<file path="src/rtl/huff_feed_ctrl.sv">
// Slices MSB-first stream words into <=CHUNK_W-bit loads for the Huffman bit buffer.
// Optional drain watchdog enabled by defining HUFF_FEED_TIMEOUT_EN.
module huff_feed_ctrl #(
   parameter int WORD_W  = 16,
   parameter int CHUNK_W = 4,
   parameter int BUF_CAP = 9,
   parameter int TIMEOUT = 15
) (
   input  logic               clk,
   input  logic               reset_n,
   input  logic [WORD_W-1:0]  s_word,
   input  logic [4:0]         s_nbits,
   input  logic               s_last,
   input  logic               s_valid,
   output logic               s_ready,
   output logic [CHUNK_W-1:0] dec_bits,
   output logic [2:0]         dec_len,
   output logic               dec_valid,
   input  logic               dec_ready,
   input  logic               cons_valid,
   input  logic [3:0]         cons_len,
   output logic [3:0]         occupancy,
   output logic               frame_done,
   output logic               err
);

   localparam logic [1:0] ST_IDLE  = 2'd0;
   localparam logic [1:0] ST_FEED  = 2'd1;
   localparam logic [1:0] ST_DRAIN = 2'd2;
   localparam logic [1:0] ST_DONE  = 2'd3;

   localparam logic [2:0] CHUNK_L = 3'(CHUNK_W);
   localparam logic [4:0] WORD_L  = 5'(WORD_W);
   localparam logic [4:0] CAP_L   = 5'(BUF_CAP);

   logic [1:0]         state_reg, state_next;
   logic [WORD_W-1:0]  word_reg, word_next;
   logic [4:0]         rem_reg, rem_next;
   logic               last_reg, last_next;
   logic [CHUNK_W-1:0] bits_reg, bits_next;
   logic [2:0]         len_reg, len_next;
   logic               valid_reg, valid_next;
   logic [3:0]         occ_reg, occ_next;
   logic               err_reg, err_next;
   logic               ready_reg;

   logic [2:0]         offer_len;
   logic [CHUNK_W-1:0] top_bits;
   logic [CHUNK_W-1:0] offer_bits;
   logic               offer_fits;
   logic               xfer;
   logic               word_bad;
   logic [4:0]         occ_add;
   logic [4:0]         rem_after;
   logic               timeout_hit;

   // Earliest stream bit sits at the MSB of the word register; right-align the chunk.
   assign offer_len  = (rem_reg >= 5'(CHUNK_W)) ? CHUNK_L : rem_reg[2:0];
   assign top_bits   = word_reg[WORD_W-1 -: CHUNK_W];
   assign offer_bits = top_bits >> (CHUNK_L - offer_len);
   assign offer_fits = ({1'b0, occ_reg} + {2'b0, offer_len}) <= CAP_L;
   assign xfer       = valid_reg && dec_ready;
   assign word_bad   = (s_nbits == 5'd0) || (s_nbits > WORD_L);
   assign occ_add    = {1'b0, occ_reg} + (xfer ? {2'b0, len_reg} : 5'd0);
   assign rem_after  = rem_reg - {2'b0, len_reg};

`ifdef HUFF_FEED_TIMEOUT_EN
   logic [3:0] wd_reg, wd_next;

   assign timeout_hit = (state_reg == ST_DRAIN) && !cons_valid && (wd_reg == 4'(TIMEOUT - 1));

   always_comb begin
      wd_next = 4'd0;
      if (state_reg == ST_DRAIN && !cons_valid) begin
         wd_next = wd_reg + 4'd1;
      end
   end

   always_ff @(posedge clk or negedge reset_n) begin
      if (!reset_n) begin
         wd_reg <= 4'd0;
      end else begin
         wd_reg <= wd_next;
      end
   end
`else
   assign timeout_hit = 1'b0;
`endif

   always_comb begin
      state_next = state_reg;
      word_next  = word_reg;
      rem_next   = rem_reg;
      last_next  = last_reg;
      bits_next  = bits_reg;
      len_next   = len_reg;
      valid_next = valid_reg;
      err_next   = err_reg;

      // Available bits include a chunk landing in the same cycle as the consume.
      occ_next = occ_add[3:0];
      if (cons_valid) begin
         if ({1'b0, cons_len} > occ_add) begin
            occ_next = 4'd0;
            err_next = 1'b1;
         end else begin
            occ_next = 4'(occ_add - {1'b0, cons_len});
         end
         if (state_reg == ST_IDLE && occ_reg == 4'd0) begin
            err_next = 1'b1;
         end
      end

      case (state_reg)
         ST_IDLE: begin
            if (s_valid && ready_reg) begin
               if (word_bad) begin
                  err_next = 1'b1;
                  if (s_last) begin
                     state_next = ST_DRAIN;
                  end
               end else begin
                  word_next  = s_word;
                  rem_next   = s_nbits;
                  last_next  = s_last;
                  state_next = ST_FEED;
               end
            end
         end
         ST_FEED: begin
            if (xfer) begin
               valid_next = 1'b0;
               word_next  = word_reg << len_reg;
               rem_next   = rem_after;
               if (rem_after == 5'd0) begin
                  state_next = last_reg ? ST_DRAIN : ST_IDLE;
               end
            end else if (!valid_reg && offer_fits) begin
               valid_next = 1'b1;
               bits_next  = offer_bits;
               len_next   = offer_len;
            end
         end
         ST_DRAIN: begin
            if (occ_reg == 4'd0) begin
               state_next = ST_DONE;
            end else if (timeout_hit) begin
               // Residual bits are frame padding the decoder will never ask for.
               err_next   = 1'b1;
               occ_next   = 4'd0;
               state_next = ST_DONE;
            end
         end
         default: begin
            state_next = ST_IDLE;
         end
      endcase
   end

   always_ff @(posedge clk or negedge reset_n) begin
      if (!reset_n) begin
         state_reg <= ST_IDLE;
         word_reg  <= '0;
         rem_reg   <= 5'd0;
         last_reg  <= 1'b0;
         bits_reg  <= '0;
         len_reg   <= 3'd0;
         valid_reg <= 1'b0;
         occ_reg   <= 4'd0;
         err_reg   <= 1'b0;
         ready_reg <= 1'b0;
      end else begin
         state_reg <= state_next;
         word_reg  <= word_next;
         rem_reg   <= rem_next;
         last_reg  <= last_next;
         bits_reg  <= bits_next;
         len_reg   <= len_next;
         valid_reg <= valid_next;
         occ_reg   <= occ_next;
         err_reg   <= err_next;
         ready_reg <= (state_next == ST_IDLE);
      end
   end

   assign s_ready    = ready_reg;
   assign dec_bits   = bits_reg;
   assign dec_len    = len_reg;
   assign dec_valid  = valid_reg;
   assign occupancy  = occ_reg;
   assign frame_done = (state_reg == ST_DONE);
   assign err        = err_reg;

endmodule

</file>
<file path="config.mk">
export PLATFORM = sky130hd
export DESIGN_NAME = huff_feed_ctrl
export DESIGN_NICKNAME = d
export VERILOG_FILES = /design/src/rtl/huff_feed_ctrl.sv
export SDC_FILE = /design/constraint.sdc
export NUM_CORES = 1
export LEC_CHECK = 0
export BUFFER_PORTS_ARGS = -buffer_cell sky130_fd_sc_hd__buf_2
export CORE_MARGIN = 3
export CORE_UTILIZATION = 50
export DETAILED_ROUTE_END_ITERATION = 7
export MAX_ROUTING_LAYER = met4
export PLACE_DENSITY = 0.72
export SLEW_MARGIN = 30
export SYNTH_ARGS = -nofsm -noshare
export SYNTH_HDL_FRONTEND = slang
export SYNTH_SLANG_ARGS = --single-unit
</file>
<file path="constraint.sdc">
create_clock -name clk -period 4.3 [get_ports clk]
set_input_delay 0.215 -clock clk [delete_from_list [all_inputs] [get_ports clk]]
set_output_delay 0.215 -clock clk [all_outputs]
set_load 0.03 [all_outputs]
</file>
==> flow_summary.ini <==
[outcome]
status = complete, no violations

[place]
globalplace.congestion = 0.942
post-dp-hpwl_um = 5370
port_buffers = 45
dp_cells = 417
dp_slack_ns = 0.973

[worst_setup_path]
r2r-start = dec_len[1]
crit_path_end_kind = register
rr_endpoint = err
rrSetupSlack_ns = 0.98
rr_worst_depth = 10
worstPathMaxFanout = 24
start_kind = register
startpoint = dec_len[1]
critPathArrivalTime_ns = 3.50
criticalPathCategory = register to register
crit_required_ns = 4.48
endpoint = err

[power]
power_leakage_uw = 0.00149
power.total_uw = 2600
cellPowerDensity_mw_per_mm2 = 787
vdd_drop_max_uv = 529

[floorplan]
die_h_um = 82.8
coreArea_mm2 = 0.00561
rows = 27
dieArea_mm2 = 0.00685
die_w_um = 82.8
pin_count = 46
initial_core_util = 0.525

[logic_synthesis]
synthesis.area_mm2 = 0.00295
yosys-top-cells-count = o21ai_0 (40), dfrtp_1 (38), nand2_1 (26)
ys_ff_latch = 38
synth_edf_count = 0
ys.warnings.count = 0
synthCells = 314
syn_area_per_cell_um2 = 9.38
synth_top_area_share = 0.323
synth_cell_type_count = 56
synthArstFlopShare = 1.00
yosysMostFrequentCell = o21ai_0
syn_nets = 363
ys_seq_area_frac = 0.323
synth.largest_area_cell = dfrtp_1
synthTopCellsByArea = dfrtp_1 (32%), o21ai_0 (6.8%), ha_1 (6.4%), mux2_2 (5.7%), mux4_2 (4.6%)
synth_ff_type = dfrtp_1

[clocking]
cts_root_buffer = clkbuf_8
clk_latency_ns = 0.29
cts_tree = built
cts_setup_buffers = 0
cts-htree-levels = 2
cts_resized = 0
cts_buffer_depth = 2
cts_sinks = 38
cts_buffers = 5
clk_pin_slew_ns = 0.08
hold_buffers = 0

[cells_and_area]
areaGrowthSynthToFinish_pct = 12.2
antenna_cells = 0
largest_reg_flops = 16
fin_cells = 426
drive_gt1_frac = 0.257
fin_nets = 402

[detailed_routing]
viasPerCell = 6.10
routed_wl_um = 7280
vias = 2598
remaining_drc_errors = 0
wl_per_cell_um = 17.1
final_antenna_net_count = 0
drt_iter0_drc = 178
drtPass1Iterations = 5

[timing]
relSlewSlack = 0.410
max_freq_ghz = 0.301
rsz0062_at_grt = no
finalCriticalPeriod_ns = 3.32
setup-violations-final = 0
hold_viol_final = 0
worst_slack_ns = 0.978
finClkSkew_ns = 0.00523
slew_viol_final = 0
worst_pin_slew_ns = 0.884
hold_slack_ns = 0.186
post-route-period-util = 0.773
final.setup.tns_ns = 0

[grt]
grt_pass1_wl_um = 12400
grt_util_all_layers = 0.243
grt_max_degree = 39
overflow = 0
antenna_found_initial = 0
grt_pass1_vias = 2571

[job]
maxCapViolCount = 0

[hold_path]
holdCritPathClass = input pin to register
stage by stage:
stage,cell area (um2),utilization
after global placement,3200,0.571
final,3310,0.590
after floorplan,2950,-
after CTS,3290,0.587
after detailed placement,3200,0.571
after global routing,3310,0.590
cell usage in the layout, fill, tap and decap left out, drive strengths merged, types with 4 or more instances in the layout:
cell | netlist | routed
nor2b | 5 | 5
inv | 16 | 16
dfrtp | 38 | 38
buf | 6 | 49
nor2 | 20 | 20
mux4 | 6 | 6
o22ai | 6 | 6
xnor2 | 6 | 6
mux2i | 12 | 12
clkbuf | 12 | 7
o211ai | 5 | 5
mux2 | 19 | 19
o21ai | 41 | 41
nor3 | 5 | 5
nand2 | 26 | 26
a211oi | 4 | 4
nand2b | 5 | 5
ha | 15 | 15
a31oi | 4 | 4
o31ai | 4 | 4
a21oi | 16 | 16
area by class of cell:
cell class | count | area (um2)
timing repair buffer | 50 | 268
tap | 72 | 90.1
clock buffer | 7 | 86.3
multi-input combinational | 241 | 1840
inverter | 17 | 63.8
fill | 498 | 2300
clock inverter | 1 | 5.00
sequential | 38 | 951
routing by layer:
| layer | wire [um] | vias to the layer above | GRT usage |
|---|---|---|---|
| li1 | - | 1235 | - |
| met1 | 3370 | 1234 | 0.336 |
| met2 | 3300 | 119 | 0.375 |
| met3 | 529 | 10 | 0.0325 |
| met4 | 83 | 0 | 0.0703 |
| met5 | 0 | - | - |
power by group:
part	switching [uW]	total (uW)	internal [uW]
Combinational	858	1560	701
Sequential	269	787	518
Clock	127	257	129
Total	1250	2600	1350
how the worst min path moves through the flow:
| stage | depth (start not counted) | slack (ns) | end | from |
|---|---|---|---|---|
| 5_1_grt | 3 | 0.19 | word_reg[0] | s_word[0] |
| 3_3_place_gp | 1 | 0.38 | word_reg[9] | reset_n |
| 2_1_floorplan | 0 | -0.08 | dec_bits[0] | reset_n |
| 3_5_place_dp | 1 | 0.39 | word_reg[9] | reset_n |
| 4_1_cts | 1 | 0.07 | word_reg[9] | reset_n |
| 6_report | 3 | 0.19 | word_reg[0] | s_word[0] |
cells by family (layout without fill, tap and decap cells):
kind of cell,Yosys count,after routing,share of synthesized area
mux,37,37,0.164
fa+ha+maj,18,18,0.0841
xor+xnor,9,9,0.0268
flops,38,38,0.323
buf+inv,35,75,0.0518
simple gates,76,76,0.127
compound gates,101,101,0.223
worst max-delay path, cell delays in order, from the launching register on:
cell	delay [ns]
dfrtp_1	0.93
inv_1	0.20
nor2_1	0.26
ha_1	0.27
a21o_1	0.17
a21oi_1	0.16
xnor2_1	0.18
ha_1	0.31
a21boi_0	0.14
o221a_2	0.30
a211o_1	0.30
Power figures use the tool's default switching activity.
